**src/rtl/irq_pkg.sv**
```systemverilog
// Shared constants and types for the APB interrupt arbiter.
package irq_pkg;

    localparam int PRIO_W  = 3;   // priority field width per source
    localparam int MAX_SRC = 8;   // largest supported source count
    localparam int ID_W    = 3;   // enough bits to name any source

    // Word offsets decoded from paddr[4:2]
    localparam logic [2:0] OFF_PENDING = 3'd0;
    localparam logic [2:0] OFF_ENABLE  = 3'd1;
    localparam logic [2:0] OFF_PRIO    = 3'd2;
    localparam logic [2:0] OFF_THRESH  = 3'd3;
    localparam logic [2:0] OFF_CLAIM   = 3'd4;

    // One decoded APB access, valid in the cycle it is accepted
    typedef struct packed {
        logic       fire;
        logic       wr;
        logic       err;
        logic [2:0] off;
    } apb_acc_t;

    // Replace only the byte lanes whose strobe is set
    function automatic logic [31:0] byte_merge(input logic [31:0] old_v,
                                               input logic [31:0] new_v,
                                               input logic [3:0]  stb);
        logic [31:0] res;
        res = old_v;
        for (int b = 0; b < 4; b++)
            if (stb[b]) res[8*b +: 8] = new_v[8*b +: 8];
        return res;
    endfunction

endpackage

```
**src/rtl/irq_prio_sel.sv**
```systemverilog
// Combinational winner pick: highest priority among candidates, ties to lowest index.
module irq_prio_sel
    import irq_pkg::*;
#(
    parameter int NUM_SRC = 8
) (
    input  logic [NUM_SRC-1:0]             cand,
    input  logic [NUM_SRC-1:0][PRIO_W-1:0] prio,
    output logic                           valid,
    output logic [ID_W-1:0]                id
);

    logic [PRIO_W-1:0] best;

    // Linear scan; strict '>' keeps the earliest index on equal priority
    always_comb begin
        valid = 1'b0;
        id    = '0;
        best  = '0;
        for (int i = 0; i < NUM_SRC; i++) begin
            if (cand[i] && (!valid || prio[i] > best)) begin
                valid = 1'b1;
                id    = ID_W'(i);
                best  = prio[i];
            end
        end
    end

endmodule

```
**src/rtl/irq_arbiter.sv**
```systemverilog
// APB-programmed interrupt arbiter: edge-latched pending bits, enable/priority/
// threshold filtering, claim/complete handshake and a registered CPU interrupt.
module irq_arbiter
    import irq_pkg::*;
#(
    parameter int          ADDR_WIDTH = 32,
    parameter int          DATA_WIDTH = 32,
    parameter int          NUM_SRC    = 8,
    parameter logic [31:0] BASE_ADDR  = 32'h2000_0040
) (
    input  logic                  pclk,
    input  logic                  presetn,
    input  logic [ADDR_WIDTH-1:0] paddr,
    input  logic [DATA_WIDTH-1:0] pdata,
    output logic [DATA_WIDTH-1:0] prdata,
    input  logic                  psel,
    input  logic                  penable,
    input  logic                  pwrite,
    input  logic [3:0]            pstb,
    output logic                  pready,
    output logic                  perr,
    input  logic [NUM_SRC-1:0]    irq_src,
    output logic                  cpu_interrupt
);

    localparam logic [ADDR_WIDTH-1:0] BASE_C = ADDR_WIDTH'(BASE_ADDR);

    logic [NUM_SRC-1:0]             pending_q, pending_d;
    logic [NUM_SRC-1:0]             enable_q, enable_d;
    logic [NUM_SRC-1:0][PRIO_W-1:0] prio_q, prio_d;
    logic [PRIO_W-1:0]              thresh_q, thresh_d;
    logic                           busy_q, busy_d;
    logic [ID_W-1:0]                isvc_q, isvc_d;
    logic [NUM_SRC-1:0]             src_q, src_d;
    logic [DATA_WIDTH-1:0]          prdata_q, prdata_d;
    logic                           pready_q, pready_d;
    logic                           perr_q, perr_d;
    logic                           cpu_int_q, cpu_int_d;

    apb_acc_t           acc;
    logic [31:0]        wdata32, rdata32;
    logic [31:0]        en_m, pr_m, th_m;
    logic [NUM_SRC-1:0] clr;
    logic [NUM_SRC-1:0] cand;
    logic               win_vld;
    logic [ID_W-1:0]    win_id;

    // Address/strobe bits that never reach a register
    logic unused_ok;
    assign unused_ok = ^{paddr[1:0], en_m[31:NUM_SRC], pr_m[31:PRIO_W*NUM_SRC], th_m[31:PRIO_W]};

    assign wdata32 = 32'(pdata);
    assign en_m    = byte_merge(32'(enable_q), wdata32, pstb);
    assign pr_m    = byte_merge(32'(prio_q), wdata32, pstb);
    assign th_m    = byte_merge(32'(thresh_q), wdata32, pstb);

    // Decode: an access is taken once, in the cycle pready is still low
    always_comb begin
        acc.fire = psel & penable & ~pready_q;
        acc.wr   = pwrite;
        acc.off  = paddr[4:2];
        acc.err  = (paddr[ADDR_WIDTH-1:5] != BASE_C[ADDR_WIDTH-1:5]) || (paddr[4:2] > OFF_CLAIM);
    end

    // A source is eligible only when pending, enabled and above threshold
    for (genvar i = 0; i < NUM_SRC; i++) begin : g_cand
        assign cand[i] = pending_q[i] & enable_q[i] & (prio_q[i] > thresh_q);
    end

    irq_prio_sel #(.NUM_SRC(NUM_SRC)) u_sel (
        .cand  (cand),
        .prio  (prio_q),
        .valid (win_vld),
        .id    (win_id)
    );

    // Register file, claim/complete and pending update
    always_comb begin
        enable_d  = enable_q;
        prio_d    = prio_q;
        thresh_d  = thresh_q;
        busy_d    = busy_q;
        isvc_d    = isvc_q;
        prdata_d  = prdata_q;
        pready_d  = 1'b0;
        perr_d    = 1'b0;
        clr       = '0;
        rdata32   = '0;
        src_d     = irq_src;
        cpu_int_d = ~busy_q & win_vld;

        if (acc.fire) begin
            pready_d = 1'b1;
            perr_d   = acc.err;
            if (!acc.err) begin
                if (acc.wr) begin
                    case (acc.off)
                        OFF_PENDING: clr      = wdata32[NUM_SRC-1:0];
                        OFF_ENABLE:  enable_d = en_m[NUM_SRC-1:0];
                        OFF_PRIO:    prio_d   = pr_m[PRIO_W*NUM_SRC-1:0];
                        OFF_THRESH:  thresh_d = th_m[PRIO_W-1:0];
                        OFF_CLAIM:   if (busy_q && wdata32[3:0] == 4'(isvc_q) + 4'd1) busy_d = 1'b0;
                        default: ;
                    endcase
                end else begin
                    case (acc.off)
                        OFF_PENDING: rdata32 = 32'(pending_q);
                        OFF_ENABLE:  rdata32 = 32'(enable_q);
                        OFF_PRIO:    rdata32 = 32'(prio_q);
                        OFF_THRESH:  rdata32 = 32'(thresh_q);
                        OFF_CLAIM: begin
                            if (!busy_q && win_vld) begin
                                rdata32 = 32'(win_id) + 32'd1;
                                clr     = NUM_SRC'(1) << win_id;
                                busy_d  = 1'b1;
                                isvc_d  = win_id;
                            end
                        end
                        default: ;
                    endcase
                end
            end
            prdata_d = DATA_WIDTH'(rdata32);
        end

        // A fresh rising edge beats any clear landing in the same cycle
        pending_d = (pending_q & ~clr) | (irq_src & ~src_q);
    end

    // State registers, all cleared asynchronously
    always_ff @(posedge pclk or negedge presetn) begin
        if (!presetn) begin
            pending_q <= '0;
            enable_q  <= '0;
            prio_q    <= '0;
            thresh_q  <= '0;
            busy_q    <= 1'b0;
            isvc_q    <= '0;
            src_q     <= '0;
            prdata_q  <= '0;
            pready_q  <= 1'b0;
            perr_q    <= 1'b0;
            cpu_int_q <= 1'b0;
        end else begin
            pending_q <= pending_d;
            enable_q  <= enable_d;
            prio_q    <= prio_d;
            thresh_q  <= thresh_d;
            busy_q    <= busy_d;
            isvc_q    <= isvc_d;
            src_q     <= src_d;
            prdata_q  <= prdata_d;
            pready_q  <= pready_d;
            perr_q    <= perr_d;
            cpu_int_q <= cpu_int_d;
        end
    end

    assign prdata        = prdata_q;
    assign pready        = pready_q;
    assign perr          = perr_q;
    assign cpu_interrupt = cpu_int_q;

endmodule

```
**config.mk**
```make
export PLATFORM = sky130hd
export DESIGN_NAME = irq_arbiter
export DESIGN_NICKNAME = d
export VERILOG_FILES = /design/src/rtl/irq_pkg.sv /design/src/rtl/irq_prio_sel.sv /design/src/rtl/irq_arbiter.sv
export SDC_FILE = /design/constraint.sdc
export NUM_CORES = 1
export LEC_CHECK = 0
export BUFFER_PORTS_ARGS = -buffer_cell sky130_fd_sc_hd__buf_2
export CAP_MARGIN = 20
export CORE_ASPECT_RATIO = 1.4
export CORE_MARGIN = 2
export CORE_UTILIZATION = 40
export DETAILED_ROUTE_END_ITERATION = 10
export HOLD_SLACK_MARGIN = 0.02
export SETUP_SLACK_MARGIN = 0.15
export SLEW_MARGIN = 20
export SYNTH_ARGS = -nofsm -noshare
export SYNTH_HDL_FRONTEND = slang
export SYNTH_SLANG_ARGS = --single-unit
```
**constraint.sdc**
```tcl
create_clock -name pclk -period 14.61 [get_ports pclk]
set_input_delay 2.922 -clock pclk [delete_from_list [all_inputs] [get_ports pclk]]
set_output_delay 2.922 -clock pclk [all_outputs]
set_load 0.05 [all_outputs]
```
**Word level (Yosys, flattened, before mapping)**

Index checks and enable logic that the tools add are counted.

- Add/subtract/negate cells: 2
- Magnitude comparators: 16
- Eq/ne operators: 7
- Shift-type cells: 1
- Muxes and demuxes: 39
- Bitwise logic cells: 28
- Reduce and logical (&&, ||, !) cells: 34

Operator list:

| operator | count |
|---|---|
| case mux 24 bit (5 select lines) | 1 |
| 2-to-1 mux 24 bit | 2 |
| 2-to-1 mux 8 bit | 6 |
| greater-than comparator 3 bit | 15 |
| AND reduction 5 bit | 7 |
| 2-to-1 mux 3 bit | 11 |
| != test 27 x 25 -> 1 bit (second input constant) | 1 |
| bitwise AND 1 bit | 19 |
| bitwise AND 8 bit | 2 |
| 2-to-1 mux 1 bit | 16 |
| NOT 8 bit | 2 |
| logical AND 1 bit | 9 |
| adder 3 x 1 -> 4 bit (second input constant) | 2 |
| logical NOT 1 bit | 8 |
| logical OR 1 bit | 8 |
| OR 8 bit | 1 |
| left shift 1 x 3 -> 8 bit (first input constant) | 1 |
| equality test 3 x 2 -> 1 bit (second input constant) | 2 |
| equality test 4 bit | 1 |
| 2-to-1 mux 2 bit | 2 |
| 2-to-1 mux 4 bit | 1 |
| NOT 1 bit | 4 |
| equality test 3 x 1 -> 1 bit (second input constant) | 1 |
| equality test 3 bit (second input constant) | 1 |
| 4 further kinds | 4 |

- Bits in registers: 90
- Bits of input ports: 81
- Output and inout port bits: 35
- Logic and storage cells: 147

**Logic depth before layout (Yosys ltp)**

Gate-level depths: netlist of run 1.

- Depth in word-level cells: 40
- Gate-level depth with buffers: 64
- Gate-level depth less buffers: 63

**Hierarchy**

A second synthesis of run 1 with hierarchy kept.

- Cells, all modules: 511
- Area, all modules: 5352.6 um^2

Modules (own cells, without submodules):

| module | times used | cells an instance | area each (um^2) | sequential area each (um^2) |
|---|---|---|---|---|
| irq_arbiter | 1 | 375 | 4385.5 | 2052.0 |
| irq_prio_sel | 1 | 136 | 967.2 | 0.0 |

**Worst setup path before layout of run 1**

OpenSTA, ideal clock, no wires.

- Path type: reg2reg
- From: register thresh_q[1]
- To: register pending_q[0]
- Library setup time: 0.126 ns
- Arrival time: 10.693 ns
- Data required time: 14.484 ns
- Path slack: 3.791 ns
- Cell stages (with the launch flop): 63
- Buffers on the path: 1
- Clock period less this slack: 10.819 ns
- Cell sequence: dfrtp_1 -> inv_1 -> ha_1 -> nor2b_4 -> o311ai_4 -> nor2_1 -> nand2_1 -> ha_1 -> nor2b_1 -> o21a_1 -> o21ai_0 -> o21a_1 -> a22oi_1 -> ha_1 -> nor2b_1 -> o21ai_0 -> a32oi_1 -> o21ai_0 -> (+27 left out) -> a32oi_1 -> a41oi_1 -> nand2b_1 -> buf_2 -> and3_1 -> a21oi_1 -> ha_1 -> a21o_1 -> a21oi_1 -> a31oi_1 -> o21ai_2 -> o211ai_2 -> inv_1 -> ha_1 -> inv_1 -> a211oi_1 -> a41oi_1 -> a311o_1

- Cells in the longest elaborated chain, start to end: 40

RTL lines:

| item | line | RTL |
|---|---|---|
| from (decl) | irq_arbiter.sv:31 | `logic [PRIO_W-1:0] thresh_q, thresh_d;` |
| from (signal assigned) | irq_arbiter.sv:148 | `thresh_q <= thresh_d;` |
| greater-than comparator 3 bit | irq_arbiter.sv:67 | `assign cand[i] = pending_q[i] & enable_q[i] & (prio_q[i] > thresh_q);` |
| bitwise AND 1 bit | irq_arbiter.sv:67 |  |
| 2-to-1 mux 3 bit / 2-to-1 mux 1 bit (equally long branches) | irq_prio_sel.sv:21 | `if (cand[i] && (!valid \|\| prio[i] > best)) begin` |
| greater-than comparator 3 bit / logical NOT 1 bit (equally long branches) | irq_prio_sel.sv:21 |  |
| logical OR 1 bit | irq_prio_sel.sv:21 |  |
| logical AND 1 bit | irq_prio_sel.sv:21 |  |
| 2-to-1 mux 3 bit / 2-to-1 mux 1 bit (equally long branches) | irq_prio_sel.sv:21 |  |
| greater-than comparator 3 bit / logical NOT 1 bit (equally long branches) | irq_prio_sel.sv:21 |  |
| (+23 left out) | -- |  |
| named net u_sel.id[0] | irq_prio_sel.sv:10 | `output logic [ID_W-1:0] id` |
| (+2 left out) | -- |  |
| 2-to-1 mux 8 bit * | irq_arbiter.sv:106 | `case (acc.off)` |
| 2-to-1 mux 8 bit * | irq_arbiter.sv:96 | `if (acc.wr) begin` |
| 2-to-1 mux 8 bit * | irq_arbiter.sv:95 | `if (!acc.err) begin` |
| 2-to-1 mux 8 bit * | irq_arbiter.sv:92 | `if (acc.fire) begin` |
| NOT 8 bit * | irq_arbiter.sv:127 | `pending_d = (pending_q & ~clr) \| (irq_src & ~src_q);` |
| bitwise AND 8 bit * | irq_arbiter.sv:127 |  |
| OR 8 bit * | irq_arbiter.sv:127 |  |
| named net pending_d[0] | irq_arbiter.sv:28 | `logic [NUM_SRC-1:0] pending_q, pending_d;` |
| to (signal assigned) | irq_arbiter.sv:145 | `pending_q <= pending_d;` |
| to (decl) | irq_arbiter.sv:28 |  |

Mark *: on every way through the listed nets, which the timed path passes. The rest lies on a longest branch.
A chain may end at the register's enable or synchronous reset.

**Worst setup path after layout of run 1**

- From: register thresh_q[2]
- To: register pending_q[2]

The elaborated chain is that of the path after synthesis.

==> results of run 1 <==
==> cell families (layout without fill, tap and decap cells) <==
group                    Yosys count  count (layout)  share of synthesized area
AO/OA/AOI/OAI                    139             139                      0.201
XOR/XNOR                           3               3                    0.00492
adder cells (fa/ha/maj)           52              52                      0.122
buffers and inverters             51             145                     0.0435
flip-flops                        82              82                      0.384
multiplexers                      46              46                      0.108
other                              1               8                   0.000701
AND/OR/NAND/NOR                  133             133                      0.136
==> cell usage after synthesis (all sizes together) (2+ instances only) <==
cell type	number
xnor2	2
nor2b	20
o21a	6
inv	31
nand4	3
o31ai	3
nand3	10
mux4	3
o21ai	24
mux2	38
nand2	40
nor3	4
a21o	2
a32oi	9
or3	3
a21oi	14
buf	14
a31oi	9
a41oi	5
ha	52
o211ai	3
nor2	23
and2	5
o22ai	6
a311o	3
o311a	6
o311ai	3
nand2b	2
mux2i	5
a311oi	3
a2bb2oi	2
or2	4
and3	7
nor4	7
a22oi	7
dfrtp	82
a221oi	3
a22o	24
clkbuf	5
a211oi	3
==> metal layers <==
| metal | track usage | vias to the layer above |
|---|---|---|
| li1 | - | 2098 |
| met1 | 0.263 | 2205 |
| met2 | 0.384 | 106 |
| met3 | 0.0258 | 25 |
| met4 | 0.0811 | 0 |
| met5 | 0 | - |
==> where the power goes <==
group | switching [uW] | total [uW] | internal [uW]
logic | 21.9 | 32.5 | 10.6
clock network | 99.7 | 251 | 151
registers | 0.380 | 229 | 228
total | 122 | 512 | 390
==> state kept, by name, summed over array words and instances (netlist names), 3 cells and up <==
name	flops
prdata	24
prio_q	24
enable_q	8
pending_q	8
src_q	8
isvc_q	3
thresh_q	3
==> layout make-up <==
cell class                 count  area share
clock buffer                   9      0.0357
clock inverter                 7      0.0159
inverter                      32      0.0190
multi-input combinational    381       0.489
sequential                    82       0.325
tap                          182      0.0361
timing repair buffer          97      0.0789
==> critical path, delay by kind of cell, from the launching register on <==
| family | cells | cell delay (ns) |
|---|---|---|
| buffers and inverters | 3 | 0.51 |
| AO/OA/AOI/OAI | 32 | 6.30 |
| AND/OR/NAND/NOR | 17 | 3.14 |
| adder cells (fa/ha/maj) | 9 | 2.59 |
| flip-flops | 1 | 0.39 |
==> path summary, 6_finish.rpt <==
kind / start / end
worst min-delay path: src_q[3] / pending_q[3]
worst max register to register: thresh_q[2] / pending_q[2]
worst max-delay path: thresh_q[2] / pending_q[2]
worst min register to register: src_q[3] / pending_q[3]
max in group asynchronous: presetn / prio_q[19]
min in group asynchronous: presetn / src_q[3]
==> stage by stage <==
stage	util	cells	instance area (sq um)	setup slack, ns	total power, uW
after floorplan	-	514	5370	3.79	248
after detailed placement	0.453	774	5980	1.68	266
after global placement	0.452	773	5970	2.08	266
after global routing	0.478	790	6310	0.280	528
after CTS	0.478	790	6310	1.61	517
final	0.478	790	6310	1.53	512
==> results_dict.tcl, run 1 <==
set metrics [dict create \
    crit_path_start_kind "flop" \
    data_required_time_at_the_worst_endpoint_ns 14.84 \
    grt_start_max_net_pins 83 \
    finalClockSkew_ns 0.00984 \
    r2r_setup_slack_ns 1.53 \
    postSynth.topFlopCell "dfrtp_1" \
    max_freq_mhz 76.4 \
    syn_area_sq_mm 0.00535 \
    detail-route-antenna-nets 0 \
    timing.slew.headroom 0.371 \
    maxSlewViolCount 0 \
    cp.arrival_ns 13.31 \
    finalHoldWorstSlack_ns 0.440 \
    power.ir.vdd_worst_mv 0.0480 \
    whs_path_depth 1 \
    grt_first_pass_wirelength_um 23900 \
    grt_setup_unrepaired "false" \
    postCtsHoldBufs 0 \
    grt_antenna_before_repair 0 \
    worst_pin_slew_ns 0.932 \
    synth_cell_type_count 75 \
    share_of_the_synthesized_area_in_the_top_cell_type 0.384 \
    r2r.worst_path.cells 61 \
    cts_tree "done" \
    layout.cells.most_common "buf_2" \
    worst-setup-path-type "flop to flop" \
    postSynthAreaPerCell_sq_um 10.5 \
    synthDominantAreaCellType "dfrtp_1" \
    drt_iter0_drc 174 \
    synth.ff_latch_count 82 \
    die_area_sq_mm 0.0143 \
    status "finished clean" \
    floorplan.io_pins 116 \
    leakage_uw 0.00300 \
    drc 0 \
    critPathMaxStageDelay_ns 0.44 \
    worst_skew_pair.late_latency_ns 0.35 \
    detail_route.wirelength_um 14800 \
    synth_async_sr_flop_share 1.00 \
    seq_area_frac_synth 0.384 \
    layout-drive-gt1-share 0.296 \
    max_cap_viol_count 0 \
    synth_warnings 0 \
    cts_root_buffer "clkbuf_16" \
    cp-end-kind "flop" \
    dp.final_hpwl_um 11600 \
    layout.filler_cells 1251 \
    power.density_cell_area_mw_per_mm2 81.2 \
    core_region_area_sq_mm 0.0132 \
    drt_first_pass_iters 4 \
    die_y_um 141 \
    cts.htree.levels 3 \
    top_layer "met4" \
    initial_utilization 0.405 \
    ctsResizeCount 0 \
    cells_taking_the_most_area_after_synthesis "dfrtp_1, ha_1, mux2_2" \
    post_synth_inst_count 507 \
    setup_tns_ns 0 \
    area.growth.synth_to_final_pct 18.0 \
    fin_crit_sh 0.895 \
    num_rows 50 \
    gpl.final_weighted_congestion 0.908 \
    worst_path_most_repeated_cell "ha_1" \
    cp_max_fo 11 \
    crit_path_top_delay_cell "o21ai_2" \
    grt_overflow_total 0 \
    portBuffers 96 \
    detailroute.via_count 4434 \
    max-clock-path-buffers 2 \
    cts_inserted_buffers 9 \
    edff_count_synth 0 \
    route.met3.wl_um 488 \
    setup_viol 0 \
    holdCritPathClass "flop to flop" \
    n_antenna_cell 0 \
    grt_pass1_vias 4471 \
    final_worst_path_period_need_ns 13.08 \
    viasPerCell 5.61 \
    groute.usage.overall 0.216 \
    final-seq-area_sq_mm 0.00205 \
    timing.final.hold_violations 0 \
    wire_per_inst_um 18.8 \
    area_occupied_by_multi_input_gates_sq_mm 0.00309 \
    dieWidth_um 102 \
    route.met2.wl_um 8000 \
    postCtsSetupRepairBufs 0 \
    clk_pin_slew_worst_paths_ns 0.07 \
    fin_nets 736 \
    layout.cells.most_common_list "buf_2, dfrtp_1, ha_1" \
    cts_sinks 82 \
    detailed_route_wire_length_on_metal_1_um 6030 \
]
Power figures use the tool's default switching activity.
==> inputs of run 2 (changes only) <==
Settings changed: ABC_CLOCK_PERIOD_IN_PS set to 14610, CORE_ASPECT_RATIO 1.4 to unset.
==> run 2 against run 1 <==
Against the previous run: count of clock-buffer cells in the layout unchanged; via count up 0.68%; non-clock buffer count shrank 1; fmax is essentially flat; hold slack worse by 0.0040 ns; largest cell class unchanged; register-to-register slack hardly changed; global-route usage shrank 1.3 points; sequential share of layout area grew 0.27 points; setup slack got worse by 0.0094 ns; critical path depth did not move.
==> results_dict.tcl, run 2 (synthesis results as in run 1) <==
set metrics [dict create \
    layout-drive-gt1-share 0.295 \
    setup_ws_post_layout_ns 1.52 \
    n_antenna_cell 0 \
    cts_inserted_buffers 9 \
    final_cell_area_sq_mm 0.00626 \
    gpl.final_weighted_congestion 0.864 \
    die_y_um 120 \
    grt_first_pass_wirelength_um 22800 \
    power.density_cell_area_mw_per_mm2 76.7 \
    detail-route-antenna-nets 0 \
    layout.core_utilization 0.476 \
    postCtsHoldBufs 0 \
    portBuffers 96 \
    drt_iter0_drc 266 \
    power.share.combinational 0.068 \
    viasPerCell 5.70 \
    cts_sinks 82 \
    grt_setup_unrepaired "false" \
    grt_overflow_total 0 \
    worst_skew_pair.late_latency_ns 0.35 \
    max_cap_viol_count 0 \
    clk_pin_slew_worst_paths_ns 0.07 \
    power.ir.vdd_worst_mv 0.0645 \
    dp.final_hpwl_um 11000 \
    cts_root_buffer "clkbuf_16" \
    critPathMaxStageDelay_ns 0.45 \
    cp_max_fo 11 \
    timing.slew.headroom 0.372 \
    detailed_place.area_sq_mm 0.00596 \
    status "finished clean" \
    max_freq_mhz 76.4 \
    crit_path_top_delay_cell "o21ai_2" \
    groute.usage.overall 0.203 \
    clock_power_share 0.456 \
    r2r_setup_slack_ns 1.52 \
    cts_tree "done" \
    placement.setup.worst_slack_ns 1.71 \
    postCtsSetupRepairBufs 0 \
    timing.final.hold_violations 0 \
    num_rows 42 \
    layout.filler_cells 1233 \
    holdCritPathClass "flop to flop" \
    drc 0 \
    p_seq_frac 0.477 \
    fin_crit_sh 0.896 \
    maxSlewViolCount 0 \
    core_region_area_sq_mm 0.0131 \
    cp-end-kind "flop" \
    worst_path_most_repeated_cell "ha_1" \
    p_int_uw 357 \
    layout.cells.most_common_list "buf_2, dfrtp_1, ha_1" \
    sw_frac_of_total 0.257 \
    detail_route.wirelength_um 14000 \
    power_uw 480 \
    ctsResizeCount 0 \
    floorplan.io_pins 116 \
    finalClockSkew_ns 0.00697 \
    crit_path_start_kind "flop" \
    drt_first_pass_iters 4 \
    worst_pin_slew_ns 0.933 \
    worst-setup-path-type "flop to flop" \
    wire_per_inst_um 17.9 \
    setup_tns_ns 0 \
    data_required_time_at_the_worst_endpoint_ns 14.85 \
    leakage_uw 0.00298 \
    grt_pass1_vias 4444 \
    max-clock-path-buffers 2 \
    cp.arrival_ns 13.33 \
    initial_utilization 0.407 \
    fin_nets 735 \
    final_worst_path_period_need_ns 13.09 \
    dieWidth_um 120 \
    p_switching_uw 123 \
    grt_start_max_net_pins 83 \
    detailroute.via_count 4464 \
    grt_antenna_before_repair 0 \
    cts.htree.levels 3 \
    area.growth.synth_to_final_pct 17.1 \
    die_area_sq_mm 0.0143 \
    setup_viol 0 \
    layout.cells.most_common "buf_2" \
]
==> run 2: layer usage <==
metal,routed length [um],global-route usage,vias to the layer above
li1,-,-,2095
met1,6150,0.264,2196
met2,6800,0.332,142
met3,720,0.0475,31
met4,347,0.0706,0
met5,0,0,-
==> run 2: final cells by class <==
type,count,area (sq um),share of cell area
timing repair buffer,96,487,0.0778
inverter,32,120,0.0192
sequential,82,2050,0.328
multi-input combinational,381,3090,0.494
clock buffer,9,225,0.0360
tap,176,220,0.0352
clock inverter,7,60.1,0.00960
==> run 2: stage by stage <==
| step | cells | hold WS [ns] |
|---|---|---|
| after global placement | 767 | 0.424 |
| after floorplan | 514 | 0.409 |
| after CTS | 783 | 0.441 |
| after global routing | 783 | 0.449 |
| after detailed placement | 767 | 0.431 |
| final | 783 | 0.436 |
==> run 2: final timing paths <==
kind / from / end / depth (start not counted)
worst max-delay path: thresh_q[1] / pending_q[0] / 61
worst min-delay path: src_q[3] / pending_q[3] / 1
worst max register to register: thresh_q[1] / pending_q[0] / 61
worst min register to register: src_q[3] / pending_q[3] / 1
max in group asynchronous: presetn / enable_q[2] / 1
min in group asynchronous: presetn / prio_q[8] / 1
==> run 2: worst max-delay path: cells and delay by family (launching register included) <==
family	cells	cell delay, ns
AOI/OAI and AO/OA	32	6.41
adders and majority gates	9	2.52
buffers and inverters	3	0.52
DFF	1	0.40
and+or+nand+nor	17	3.14
==> run 2: power by group through the flow <==
stage          Clock [uW]  Sequential, uW  Combinational (uW)
6_report              219             229                32.5
5_1_grt               236             229                35.7
4_1_cts               225             229                32.9
3_5_place_dp            0             233                32.9
3_3_place_gp            0             233                32.2
2_1_floorplan           0             234                14.1
